**src/rtl/imem_program_loader_pkg.sv**
```systemverilog
// Shared types and constants for the instruction-memory program loader.
package imem_program_loader_pkg;

  // Loader FSM states
  typedef enum logic [2:0] {
    ST_IDLE    = 3'd0,
    ST_HDR     = 3'd1,
    ST_COLLECT = 3'd2,
    ST_WRITE   = 3'd3,
    ST_DONE    = 3'd4,
    ST_ERR     = 3'd5
  } state_t;

  localparam int WORD_BYTES = 4;
  localparam int WORD_W     = WORD_BYTES * 8;

  // True while a program image is in flight (core must stay in reset)
  function automatic logic is_loading(state_t s);
    return (s == ST_HDR) || (s == ST_COLLECT) || (s == ST_WRITE);
  endfunction

endpackage

```
**src/rtl/imem_program_loader_if.sv**
```systemverilog
// Byte-stream input and instruction-memory write port of the loader.
interface imem_program_loader_if;
  import imem_program_loader_pkg::*;

  logic [7:0]        rx_data;
  logic              rx_valid;
  logic              rx_ready;
  logic              mem_wen;
  logic [WORD_W-1:0] mem_add;
  logic [WORD_W-1:0] mem_ina;

  // Host side: drives the stream, observes the memory write port
  modport master (
    output rx_data, rx_valid,
    input  rx_ready, mem_wen, mem_add, mem_ina
  );

  // Loader side
  modport slave (
    input  rx_data, rx_valid,
    output rx_ready, mem_wen, mem_add, mem_ina
  );
endinterface

```
**src/rtl/loader_idle_timer.sv**
```systemverilog
// Counts consecutive idle cycles; expire flags the TIMEOUT-th idle cycle.
module loader_idle_timer #(
  parameter int TIMEOUT = 1024
) (
  input  logic clk,
  input  logic rst_n,
  input  logic clear,
  input  logic enable,
  output logic expire
);
  localparam int CW = $clog2(TIMEOUT + 1);

  logic [CW-1:0] count_reg;

  // Idle cycle counter; clear has priority over counting
  always_ff @(posedge clk) begin
    if (!rst_n) begin
      count_reg <= '0;
    end else if (clear) begin
      count_reg <= '0;
    end else if (enable) begin
      count_reg <= count_reg + CW'(1);
    end
  end

  // The current idle cycle is the TIMEOUT-th one in a row
  assign expire = enable && (count_reg == CW'(TIMEOUT - 1));
endmodule

```
**src/rtl/imem_program_loader.sv**
```systemverilog
// Loads a length-prefixed byte stream into instruction memory as 32-bit
// little-endian words, holding the core in reset while loading.
module imem_program_loader
  import imem_program_loader_pkg::*;
#(
  parameter int MEM_BYTES  = 64,
  parameter int START_ADDR = 0,
  parameter int TIMEOUT    = 1024
) (
  input  logic                 clk,
  input  logic                 rst_n,
  input  logic                 start,
  imem_program_loader_if.slave bus,
  output logic                 cpu_hold,
  output logic                 busy,
  output logic                 done,
  output logic                 err,
  output logic [7:0]           words_written
);
  localparam logic [8:0]        MAX_WORDS  = 9'(MEM_BYTES / WORD_BYTES);
  localparam logic [WORD_W-1:0] ADDR_MASK  = WORD_W'(MEM_BYTES - 1);
  localparam logic [WORD_W-1:0] START_WORD = WORD_W'(START_ADDR);

  state_t            state_reg, state_next;
  logic [WORD_W-1:0] word_reg;
  logic [WORD_W-1:0] addr_reg;
  logic [WORD_W-1:0] mem_add_reg;
  logic [WORD_W-1:0] mem_ina_reg;
  logic [1:0]        byte_idx_reg;
  logic [7:0]        remaining_reg;
  logic [7:0]        words_written_reg;

  logic accepting;
  logic xfer;
  logic hdr_bad;
  logic timer_clear;
  logic timer_enable;
  logic timer_expire;

  assign accepting = (state_reg == ST_HDR) || (state_reg == ST_COLLECT);
  assign xfer      = bus.rx_valid && accepting;
  assign hdr_bad   = (bus.rx_data == 8'd0) || ({1'b0, bus.rx_data} > MAX_WORDS);

  // Outside HDR/COLLECT the timer is held at zero, so HDR entry starts fresh
  assign timer_clear  = xfer || !accepting;
  assign timer_enable = accepting && !xfer;

  loader_idle_timer #(
    .TIMEOUT(TIMEOUT)
  ) u_idle_timer (
    .clk    (clk),
    .rst_n  (rst_n),
    .clear  (timer_clear),
    .enable (timer_enable),
    .expire (timer_expire)
  );

  // FSM state register
  always_ff @(posedge clk) begin
    if (!rst_n) begin
      state_reg <= ST_IDLE;
    end else begin
      state_reg <= state_next;
    end
  end

  // Next-state and per-state strobes
  always_comb begin
    state_next   = state_reg;
    bus.rx_ready = 1'b0;
    bus.mem_wen  = 1'b0;
    done         = 1'b0;
    err          = 1'b0;
    case (state_reg)
      ST_IDLE: begin
        if (start) state_next = ST_HDR;
      end
      ST_HDR: begin
        bus.rx_ready = 1'b1;
        if (timer_expire) state_next = ST_ERR;
        else if (xfer)    state_next = hdr_bad ? ST_ERR : ST_COLLECT;
      end
      ST_COLLECT: begin
        bus.rx_ready = 1'b1;
        if (timer_expire)                       state_next = ST_ERR;
        else if (xfer && byte_idx_reg == 2'd3)  state_next = ST_WRITE;
      end
      ST_WRITE: begin
        bus.mem_wen = 1'b1;
        state_next  = (remaining_reg == 8'd1) ? ST_DONE : ST_COLLECT;
      end
      ST_DONE: begin
        done       = 1'b1;
        state_next = ST_IDLE;
      end
      ST_ERR: begin
        err = 1'b1;
        if (start) state_next = ST_HDR;
      end
      default: state_next = ST_IDLE;
    endcase
  end

  assign busy          = is_loading(state_reg);
  assign cpu_hold      = is_loading(state_reg);
  assign bus.mem_add   = mem_add_reg;
  assign bus.mem_ina   = mem_ina_reg;
  assign words_written = words_written_reg;

  // Word assembly, address/count tracking and the write-port holding registers
  always_ff @(posedge clk) begin
    if (!rst_n) begin
      word_reg          <= '0;
      addr_reg          <= '0;
      mem_add_reg       <= '0;
      mem_ina_reg       <= '0;
      byte_idx_reg      <= '0;
      remaining_reg     <= '0;
      words_written_reg <= '0;
    end else begin
      case (state_reg)
        ST_IDLE, ST_ERR: begin
          if (start) begin
            addr_reg          <= START_WORD;
            words_written_reg <= '0;
            word_reg          <= '0;
            byte_idx_reg      <= '0;
          end
        end
        ST_HDR: begin
          if (xfer) begin
            remaining_reg <= bus.rx_data;
            byte_idx_reg  <= '0;
          end
        end
        ST_COLLECT: begin
          if (xfer) begin
            // Shift in from the top so byte 0 ends up in [7:0]
            word_reg     <= {bus.rx_data, word_reg[WORD_W-1:8]};
            byte_idx_reg <= byte_idx_reg + 2'd1;
            if (byte_idx_reg == 2'd3) begin
              mem_ina_reg <= {bus.rx_data, word_reg[WORD_W-1:8]};
              mem_add_reg <= addr_reg;
            end
          end
        end
        ST_WRITE: begin
          words_written_reg <= words_written_reg + 8'd1;
          addr_reg          <= (addr_reg + WORD_W'(WORD_BYTES)) & ADDR_MASK;
          remaining_reg     <= remaining_reg - 8'd1;
        end
        default: ;
      endcase
    end
  end
endmodule

```
**src/flat_wrapper.sv**
```systemverilog
// flat-port wrapper written by rule: the top's interface ports become plain ports
module imem_program_loader_flat import imem_program_loader_pkg::*;
#(
  parameter int MEM_BYTES  = 64,
  parameter int START_ADDR = 0,
  parameter int TIMEOUT    = 1024
)
  (clk, rst_n, start, cpu_hold, busy, done, err, words_written, bus_rx_data, bus_rx_valid, bus_rx_ready, bus_mem_wen, bus_mem_add, bus_mem_ina);
  imem_program_loader_if bus_i ();
  input  logic clk;
  input  logic rst_n;
  input  logic start;
  output logic cpu_hold;
  output logic busy;
  output logic done;
  output logic err;
  output logic [7:0] words_written;
  input wire logic [$bits(bus_i.rx_data)-1:0] bus_rx_data;
  input wire logic [$bits(bus_i.rx_valid)-1:0] bus_rx_valid;
  output wire logic [$bits(bus_i.rx_ready)-1:0] bus_rx_ready;
  output wire logic [$bits(bus_i.mem_wen)-1:0] bus_mem_wen;
  output wire logic [$bits(bus_i.mem_add)-1:0] bus_mem_add;
  output wire logic [$bits(bus_i.mem_ina)-1:0] bus_mem_ina;
  assign bus_i.rx_data = bus_rx_data;
  assign bus_i.rx_valid = bus_rx_valid;
  assign bus_rx_ready = bus_i.rx_ready;
  assign bus_mem_wen = bus_i.mem_wen;
  assign bus_mem_add = bus_i.mem_add;
  assign bus_mem_ina = bus_i.mem_ina;
  imem_program_loader #(.MEM_BYTES(MEM_BYTES), .START_ADDR(START_ADDR), .TIMEOUT(TIMEOUT)) u_core (.clk(clk), .rst_n(rst_n), .start(start), .bus(bus_i), .cpu_hold(cpu_hold), .busy(busy), .done(done), .err(err), .words_written(words_written));
endmodule
```
**config.mk**
```make
export PLATFORM = sky130hd
export DESIGN_NAME = imem_program_loader_flat
export DESIGN_NICKNAME = d
export VERILOG_FILES = /design/src/rtl/imem_program_loader_pkg.sv /design/src/rtl/imem_program_loader_if.sv /design/src/rtl/loader_idle_timer.sv /design/src/rtl/imem_program_loader.sv /design/src/flat_wrapper.sv
export SDC_FILE = /design/constraint.sdc
export NUM_CORES = 1
export LEC_CHECK = 0
export CORE_AREA = 3 3 123 113
export DETAILED_ROUTE_END_ITERATION = 10
export DIE_AREA = 0 0 126 116
export SLEW_MARGIN = 5
export SYNTH_ARGS = -nofsm -noshare
export SYNTH_HDL_FRONTEND = slang
export SYNTH_HIERARCHICAL = 1
export SYNTH_SLANG_ARGS = --single-unit
export TNS_END_PERCENT = 20
```
**constraint.sdc**
```tcl
create_clock -name clk -period 3.5 [get_ports clk]
set_input_delay 1.05 -clock clk [delete_from_list [all_inputs] [get_ports clk]]
set_output_delay 1.05 -clock clk [all_outputs]
set_load 0.1 [all_outputs]
```
==> flow_metrics.tcl <==
set metrics [dict create \
    outcome "complete, no violations" \
    largest_reg_flops 32 \
    multi_input_area_um2 2200 \
    cts_sinks 96 \
    regArea_um2 1920 \
    wl_per_cell_um 13.5 \
    holdWs_ns 0.452 \
    p_per_area_nw_per_um2 486 \
    crit_type "in -> reg" \
    pre_cts_slack_ns 0.321 \
    critPathLaunchType "primary input" \
    cap_violations 0 \
    fin_skew_ns 0.00616 \
    start_util_pct 35.0 \
    worstMarginPinSlew_ns 0.751 \
    grt_max_degree 72 \
    syn-cell-area_um2 4440 \
    clkSlewWorstSetupHoldPaths_ns 0.07 \
    post_drt_via_cell_ratio 4.98 \
    crit_fanout 7 \
    worst_ep_required_time_ns 3.73 \
    die_h_um 116 \
    max-vdd-ir-drop_uv 285 \
    rsz0062_at_grt "false" \
    synth-seq-cells 96 \
    dieArea_um2 14600 \
    gp_congestion 0.796 \
    detail-route-antenna-nets 0 \
    grt_pass1_wl_um 16300 \
    nets 598 \
    timing.rr.end "u_core/state_reg[2]" \
    cts_max_path_buffers 2 \
    synth_warnings 6 \
    grt_overflow 0 \
    power.total_mw 2.54 \
    hp-class "reg -> reg" \
    dp_hpwl_um 6930 \
    max_freq_ghz 0.347 \
    firstDrtPassIters 4 \
    yosysSeqAreaShare_pct 43.3 \
    fin_setup_tns_ns 0 \
    slew_violations 0 \
    vias 3722 \
    cts_root_buf "clkbuf_16" \
    finalWorstSetupSlack_ns 0.617 \
    routed_wl_um 10100 \
    setup_viol 0 \
    timing.final.crit_share_pct 82.4 \
    drive_gt1_share_pct 15.8 \
    drc 0 \
    die_w_um 126 \
    arrival_ns 3.11 \
    antenna_cells 0 \
    cts_resized 0 \
    cts_tree "done" \
    antenna_found_initial 0 \
    fp-row-count 39 \
    synthArstFlopShare_pct 0 \
    end_kind "flop" \
    clk_latency_ns 0.34 \
    ys_types 59 \
    hold_buffers 0 \
    grt_pass1_vias 3318 \
    numCtsBuffers 9 \
    port-buffer-count 61 \
    ys_dominant_reg_cell "dfxtp_1" \
    fill_cells 1281 \
    grt_util_all_layers_pct 13.7 \
    drtIter0Drc 266 \
    finalCriticalPeriod_ns 2.88 \
    r2r_slack_ns 0.71 \
    hold_viol 0 \
    reg2regPathDepth 10 \
    h-tree-depth 3 \
    relSlewSlack_pct 49.9 \
    p_leak_nw 1.91 \
    r2r-start "u_core/state_reg[0]" \
    synth-edff-count 0 \
    syn_area_per_cell_um2 8.33 \
    core_area_um2 12700 \
    top_level_ports 90 \
    netlist_instances 533 \
    syn_to_final_growth_pct 17.8 \
    hold_start "u_core/word_reg[9]" \
    worst_hold_path.endpoint "u_core/word_reg[9]" \
    min_path_cells 2 \
    postCtsSetupBuffers 0 \
]
==> synthesized netlist by cell type, types with 2 or more instances <==
library cell | n | area share [%]
o21a_1 | 4 | 0.68
a22oi_1 | 2 | 0.34
inv_1 | 7 | 0.59
buf_6 | 5 | 1.3
mux2_2 | 3 | 0.76
o21ai_0 | 12 | 1.4
or3_2 | 2 | 0.34
buf_4 | 29 | 4.9
a31oi_1 | 3 | 0.42
o31a_1 | 2 | 0.39
ha_1 | 6 | 1.7
buf_2 | 15 | 1.7
or4_1 | 2 | 0.34
mux2i_1 | 5 | 1.1
nor3_1 | 7 | 0.79
nand2b_1 | 5 | 0.70
nor2_1 | 21 | 1.8
nand3b_1 | 26 | 4.4
or3_1 | 4 | 0.56
xor2_1 | 6 | 1.2
a211oi_1 | 4 | 0.68
clkbuf_1 | 13 | 1.1
nor2b_1 | 2 | 0.28
nand2_1 | 117 | 9.9
nand4_1 | 8 | 1.1
xnor2_1 | 2 | 0.39
nand3_1 | 11 | 1.2
a21boi_0 | 2 | 0.34
and2_1 | 4 | 0.56
nor4_1 | 3 | 0.42
a21oi_1 | 78 | 8.8
dfxtp_1 | 96 | 43
==> cell families (layout without fill, tap and decap cells) <==
family | count (synthesis) | count (layout) | share of synthesized area, %
other cells | 1 | 28 | 0.0845
xor+xnor | 8 | 8 | 1.58
flops | 96 | 96 | 43.3
buf+inv | 70 | 94 | 9.64
fa+ha+maj | 6 | 6 | 1.69
compound gates | 120 | 120 | 15.9
mux | 8 | 8 | 1.89
simple gates | 224 | 224 | 25.9
==> final cells by class <==
| cell class | count | area share (%) |
|---|---|---|
| Timing Repair Buffer | 71 | 11.0 |
| Tap cell | 164 | 3.93 |
| Sequential cell | 96 | 36.8 |
| Clock inverter | 5 | 1.29 |
| Multi-Input combinational cell | 394 | 42.1 |
| Inverter | 8 | 0.574 |
| Clock buffer | 10 | 4.38 |
==> critical path: stages <==
cell             delay (ns)
clkdlybuf4s50_1        0.48
inv_1                  0.08
nand2_1                0.08
inv_1                  0.06
nand4_1                0.18
nor4_2                 0.09
buf_4                  0.17
nor4_1                 0.39
a211oi_1               0.16
o311a_1                0.37
==> where the power goes <==
group / switching [mW] / internal, mW
Combinational: 0.332 / 0.101
Clock: 0.426 / 0.559
Sequential: 0.0211 / 1.10
==> stage by stage <==
step                util (%)  instances  cell area (um^2)
detailed placement      38.9        733              4930
global placement        38.9        733              4930
finish                  41.2        748              5230
floorplan                  -        560              4550
CTS                     41.2        748              5230
global route            41.2        748              5230
==> layout by cell type (no fill, tap or decap), types with 2 or more instances in the layout <==
cell / synthesis / layout
xor2_1: 6 / 6
ha_1: 6 / 6
a21oi_1: 78 / 77
nand2b_1: 5 / 5
nor2_1: 21 / 21
clkdlybuf4s50_1: 0 / 11
o21ai_0: 12 / 12
nand4_1: 8 / 8
mux2i_1: 5 / 5
buf_4: 29 / 59
o21a_1: 4 / 4
inv_1: 7 / 7
nand2_1: 117 / 117
clkinv_4: 0 / 3
o31a_1: 2 / 2
or4_1: 2 / 2
a21boi_0: 2 / 2
or3_1: 4 / 4
xnor2_1: 2 / 2
a211oi_1: 4 / 4
nand3_1: 11 / 11
conb_1: 1 / 28
or3_2: 2 / 2
a22oi_1: 2 / 2
nor3_1: 7 / 7
nor4_1: 3 / 3
and2_1: 4 / 4
a31oi_1: 3 / 3
nor2b_1: 2 / 2
dfxtp_1: 96 / 96
nand3b_1: 26 / 26
mux2_2: 3 / 3
clkbuf_16: 0 / 9
==> layer usage <==
metal	part of all wire (%)	up-vias	global-route usage [%]
li1	-	1878	-
met5	0	-	0
met3	6.1	13	3.04
met4	1.8	0	5.93
met1	48	1705	18.6
met2	44	126	21.3
==> how the worst max path moves through the flow <==
stage | to | depth (start not counted) | startpoint | slack [ns]
3_3_place_gp | u_core/state_reg[0] | 10 | bus_rx_valid | 0.42
2_1_floorplan | cpu_hold | 5 | u_core/state_reg[0] | -0.09
4_1_cts | err | 3 | u_core/state_reg[0] | 0.61
6_report | u_core/state_reg[2] | 10 | bus_rx_valid | 0.62
3_5_place_dp | u_core/state_reg[2] | 10 | bus_rx_valid | 0.32
5_1_grt | u_core/state_reg[2] | 10 | bus_rx_valid | 0.52
No activity file was read; power rests on OpenSTA's default activity.
